### src/rtl/bram_access_arbiter.sv
// rtl/bram_access_arbiter.sv - shares one single-port BRAM between the Wishbone slave path and an accelerator port
module bram_access_arbiter #(
   parameter int unsigned DELAYS   = 10,
   parameter logic [7:0]  ADDR_TAG = 8'h38
) (
   input  logic        wb_clk_i,
   input  logic        wb_rst_i,
   input  logic        wbs_cyc_i,
   input  logic        wbs_stb_i,
   input  logic        wbs_we_i,
   input  logic [3:0]  wbs_sel_i,
   input  logic [31:0] wbs_adr_i,
   input  logic [31:0] wbs_dat_i,
   output logic        wbs_ack_o,
   output logic [31:0] wbs_dat_o,
   input  logic        usr_req_i,
   input  logic [3:0]  usr_we_i,
   input  logic [31:0] usr_addr_i,
   input  logic [31:0] usr_wdata_i,
   output logic        usr_ack_o,
   output logic [31:0] usr_rdata_o,
   output logic        bram_en_o,
   output logic [3:0]  bram_we_o,
   output logic [31:0] bram_a_o,
   output logic [31:0] bram_di_o,
   input  logic [31:0] bram_do_i,
   output logic        busy_o
);

   typedef enum logic [1:0] {IDLE, BUSY, DONE} state_t;

   localparam logic       OWN_WB   = 1'b0;
   localparam logic       OWN_USR  = 1'b1;
   localparam logic [3:0] CNT_LAST = 4'(DELAYS - 1);

   state_t      state_q, state_d;
   logic [3:0]  cnt_q, cnt_d;
   logic        owner_q, owner_d;
   logic        last_owner_q, last_owner_d;
   logic [31:0] addr_q, addr_d;
   logic [31:0] wdata_q, wdata_d;
   logic [3:0]  we_q, we_d;
   logic [31:0] rdata_q, rdata_d;

   logic wb_req;
   logic usr_req;
   logic grant_usr;

   assign wb_req  = wbs_cyc_i & wbs_stb_i & (wbs_adr_i[31:24] == ADDR_TAG);
   assign usr_req = usr_req_i;

   always_comb begin
      state_d      = state_q;
      cnt_d        = cnt_q;
      owner_d      = owner_q;
      last_owner_d = last_owner_q;
      addr_d       = addr_q;
      wdata_d      = wdata_q;
      we_d         = we_q;
      rdata_d      = rdata_q;
      grant_usr    = 1'b0;

      case (state_q)
         IDLE: begin
            if (wb_req || usr_req) begin
               // On a tie the requester that was not served last wins
               if (wb_req && usr_req) grant_usr = (last_owner_q == OWN_WB);
               else                   grant_usr = usr_req;
               owner_d      = grant_usr ? OWN_USR : OWN_WB;
               last_owner_d = grant_usr ? OWN_USR : OWN_WB;
               addr_d       = grant_usr ? usr_addr_i  : wbs_adr_i;
               wdata_d      = grant_usr ? usr_wdata_i : wbs_dat_i;
               we_d         = grant_usr ? usr_we_i    : (wbs_sel_i & {4{wbs_we_i}});
               cnt_d        = 4'd0;
               state_d      = BUSY;
            end
         end
         BUSY: begin
            if (owner_q == OWN_WB && !wbs_cyc_i) begin
               cnt_d   = 4'd0;
               state_d = IDLE;
            end else if (cnt_q == CNT_LAST) begin
               rdata_d = bram_do_i;
               cnt_d   = 4'd0;
               state_d = DONE;
            end else begin
               cnt_d = cnt_q + 4'd1;
            end
         end
         DONE:    state_d = IDLE;
         default: state_d = IDLE;
      endcase
   end

   always_ff @(posedge wb_clk_i) begin
      if (wb_rst_i) begin
         state_q      <= IDLE;
         cnt_q        <= 4'd0;
         owner_q      <= OWN_WB;
         last_owner_q <= OWN_USR;
         addr_q       <= 32'd0;
         wdata_q      <= 32'd0;
         we_q         <= 4'd0;
         rdata_q      <= 32'd0;
      end else begin
         state_q      <= state_d;
         cnt_q        <= cnt_d;
         owner_q      <= owner_d;
         last_owner_q <= last_owner_d;
         addr_q       <= addr_d;
         wdata_q      <= wdata_d;
         we_q         <= we_d;
         rdata_q      <= rdata_d;
      end
   end

   // Write strobes only on the first window cycle; the rest of the window is read settling time
   always_comb begin
      bram_en_o   = (state_q == BUSY);
      bram_we_o   = (state_q == BUSY && cnt_q == 4'd0) ? we_q : 4'd0;
      bram_a_o    = addr_q;
      bram_di_o   = wdata_q;
      busy_o      = (state_q != IDLE);
      wbs_ack_o   = (state_q == DONE) && (owner_q == OWN_WB);
      usr_ack_o   = (state_q == DONE) && (owner_q == OWN_USR);
      wbs_dat_o   = wbs_ack_o ? rdata_q : 32'd0;
      usr_rdata_o = usr_ack_o ? rdata_q : 32'd0;
   end

endmodule
### config.mk
export PLATFORM = sky130hd
export DESIGN_NAME = bram_access_arbiter
export DESIGN_NICKNAME = d
export VERILOG_FILES = /design/src/rtl/bram_access_arbiter.sv
export SDC_FILE = /design/constraint.sdc
export NUM_CORES = 1
export LEC_CHECK = 0
export CORE_AREA = 2 2 122 124
export DETAILED_ROUTE_END_ITERATION = 12
export DIE_AREA = 0 0 124 126
export PLACE_DENSITY = 0.82
export REMOVE_ABC_BUFFERS = 1
export SETUP_SLACK_MARGIN = 0.1
export SLEW_MARGIN = 5
export SYNTH_ARGS = -nofsm -noshare
export SYNTH_HDL_FRONTEND = slang
export SYNTH_SLANG_ARGS = --single-unit
### constraint.sdc
create_clock -name wb_clk_i -period 2.7 [get_ports wb_clk_i]
set_clock_uncertainty 0.1 [all_clocks]
set_input_delay 0.54 -clock wb_clk_i [delete_from_list [all_inputs] [get_ports wb_clk_i]]
set_output_delay 0.54 -clock wb_clk_i [all_outputs]
set_load 0.03 [all_outputs]
==> impl_results.md <==
* Netlist cell types at 37
* Crit start category: flop
* Final setup vio count at 0
* Drt drc at 0
* Hold buffers post-CTS at 0
* Antenna Nets Post-Route at 0
* Max Root-Sink Buffers at 2
* CORE AREA at ~0.014 mm2
* First-pass GRT wire length at 25600 um
* Ys async rst share at 0%
* Share of cells above drive strength 1 at about an eighth
* Post-Syn Area at 0.00498 mm2
* Max Freq at 0.405 GHz
* Max Fanout on Critical Path at 33
* Vias in the first global route at 5138
* Routed via count at 5419
* Crit Path Class: reg -> out
* Post-synth EDFFs at 0
* Max_cap viols at 0
* CTS root buf: clkbuf_16
* Max stage delay on crit path at 0.41 ns
* Sequential cell area fraction in the yosys report at 43.4%
* Slew HR at 66.0%
* Dominant cell type by area after synthesis: dfxtp_1
* Most frequent cells in the layout: clkdlybuf4s50_1 (239), nand2_1 (180), dfxtp_1 (108), nor2_1 (76), and2_1 (68)
* Initial antenna violation count at 1
* H-tree Lvls at 3
* Pwr Density at 507 mW/mm2
* CP arrival at 1.83 ns
* Die span in y at 126 um
* Post-place setup slack at 0.129 ns
* Req. time, crit path at 2.06 ns
* Initial core utilization at between 30% and 40%
* Syn Area/Cell at approximately 7.8 um2
* Final worst-path cycle share at 91.4%
* Via density at between 4 and 5
* CTS buffer count at 9
* Site Rows at 44
* Critical Path Slowest Stage Cell: dfxtp_1
* Top Ports at 310
* Crit. End Element: primary output
* Post-detail-place hpwl at 12700 um
* Leading cell type in the layout, fill and taps excluded: clkdlybuf4s50_1
* Pre-Repair DR Iteration Count at 4
* Post-DR wirelength/cell at 15.1 um
* Total track usage at between 20% and 30%
* Shortest period the worst path allows at 2.47 ns
* Largest net degree at the start of global routing at 66
* Status: completed
* Post-synth top area share at between 40% and 50%
* CP Cell Sequence: buf_4 > nor3b_2 > buf_12 > and2_1 > clkdlybuf4s15_1
* Final wirelength at between 15000 and 20000 um
* Worst VDD drop at 0.409 mV
* DRT iter0 DRCs at about 210
* Gr ovfl total at 0
* RSZ-0062 raised after global routing: false
* Fill count at roughly 1300
* Largest cells by area after synthesis: dfxtp_1 (43%), nand2_1 (14%), a311oi_1 (11%)
* YS warnings at 0
* Hold Path Class: reg -> reg
* Slew Limit Fails at 0
* Final setup margin at between 0.2 and 0.25 ns
* Area delta synth->final at 70.0%
* Gp weighted congestion at 0.818
* Primary FF master, synth: dfxtp_1
* Clock-pin slew on the worst setup and hold paths at 0.07 ns
* Worst-Margin Slew at 0.511 ns
* Die W at about 120 um
* Skew-Pair Late Insertion Delay at 0.34 ns
* P_leak at 0.00335 uW
* Total Die Area at ~0.016 mm2
* Clock Sinks at 108
* Synth Instances at 636
* Flops & latches, synth at ~110
* Pwr Total at 4290 uW
* Port bufs at 309
* # nets final at 1098
* Fin. Hold Viols at 0
* TritonCTS clock tree: built
[worst max-delay path: cells and delay by family (launching register included)]
family        cells  cell delay (ns)
buf+inv           3             0.71
flops             1             0.41
simple gates      2             0.36
[power breakdown]
| part | switching (uW) | internal, uW |
|---|---|---|
| logic | 450 | 481 |
| registers | 50.4 | 1680 |
| clock network | 579 | 1050 |
| total | 1080 | 3210 |
[layer usage]
metal / routed length, um / share of wire [%] / GRT usage [%] / up-vias
li1: - / - / - / 2735
met4: 427 / 2.5 / 7.34 / 0
met5: 0 / 0 / 0 / -
met1: 6310 / 38 / 22.7 / 2428
met2: 8200 / 49 / 36.7 / 227
met3: 1880 / 11 / 7.61 / 29
[cell families (layout without fill, tap and decap cells)]
family                     count (synthesis)  after routing  share of synthesized area, %
and+or+nand+nor                          350            350                          31.8
AOI/OAI and AO/OA                        116            116                          17.8
DFF                                      108            108                          43.4
buffers and inverters                     58            347                          6.03
adders and majority gates                  3              3                         0.754
muxes                                      1              1                         0.201
other                                      0              1                             0
[through the flow]
step / util, % / hold slack [ns] / cell area, um2 / TNS, ns / cells
after floorplan: - / 0.334 / 4700 / -76.67 / 583
after global placement: 57.2 / 0.347 / 8190 / 0 / 1094
after detailed placement: 57.2 / 0.353 / 8190 / 0 / 1094
after CTS: 59.6 / 0.363 / 8540 / 0 / 1109
after global routing: 59.1 / 0.383 / 8460 / 0 / 1110
final: 59.1 / 0.359 / 8460 / 0 / 1110
[registers in the layout, indices dropped and copies added (netlist names)]
signal	count
we_q	4
bram_di_o	32
rdata_q	32
state_q	2
last_owner_q	1
bram_a_o	32
cnt_q	4
owner_q	1
[synthesized netlist by cell type (2+ instances only)]
master and n:
and3b_1 2, a21oi_1 36, a211oi_1 2, and3_1 2, nor2_1 76, dfxtp_1 108
nand2_1 180, buf_8 5, nand2b_1 3, nor3b_1 2, nor3_1 4, buf_2 15
o21ai_0 3, ha_1 3, inv_1 5, a32oi_1 5, nand3_1 6, o32ai_1 3
a311oi_1 60, clkbuf_1 32, and2_1 68
[layout make-up]
cell class              count  area (um2)  area share [%]
repair buffers            327        3140            37.1
multi-input cells         470        2530            29.9
well taps                 184         230            2.72
inverters                   5        18.8           0.222
clock inverters             4         120            1.42
flip-flops and latches    108        2160            25.6
clock buffers              11         253            2.99
diodes                      1        2.50          0.0296
[final timing paths]
path,depth (start not counted),slack (ns),to,startpoint
setup / recovery,5,0.23,wbs_dat_o[8],state_q[1]
hold / removal,2,0.36,rdata_q[18],rdata_q[18]
setup reg to reg,7,0.71,bram_di_o[8],state_q[1]
hold reg to reg,2,0.36,rdata_q[18],rdata_q[18]
[repair_timing]
item,CTS,global route
gates resized for setup,24,42
pin swaps,0,0
hold endpoints to repair,0,0
buffers inserted,0,0
endpoints found under the setup margin,23,22
Power figures use the tool's default switching activity.
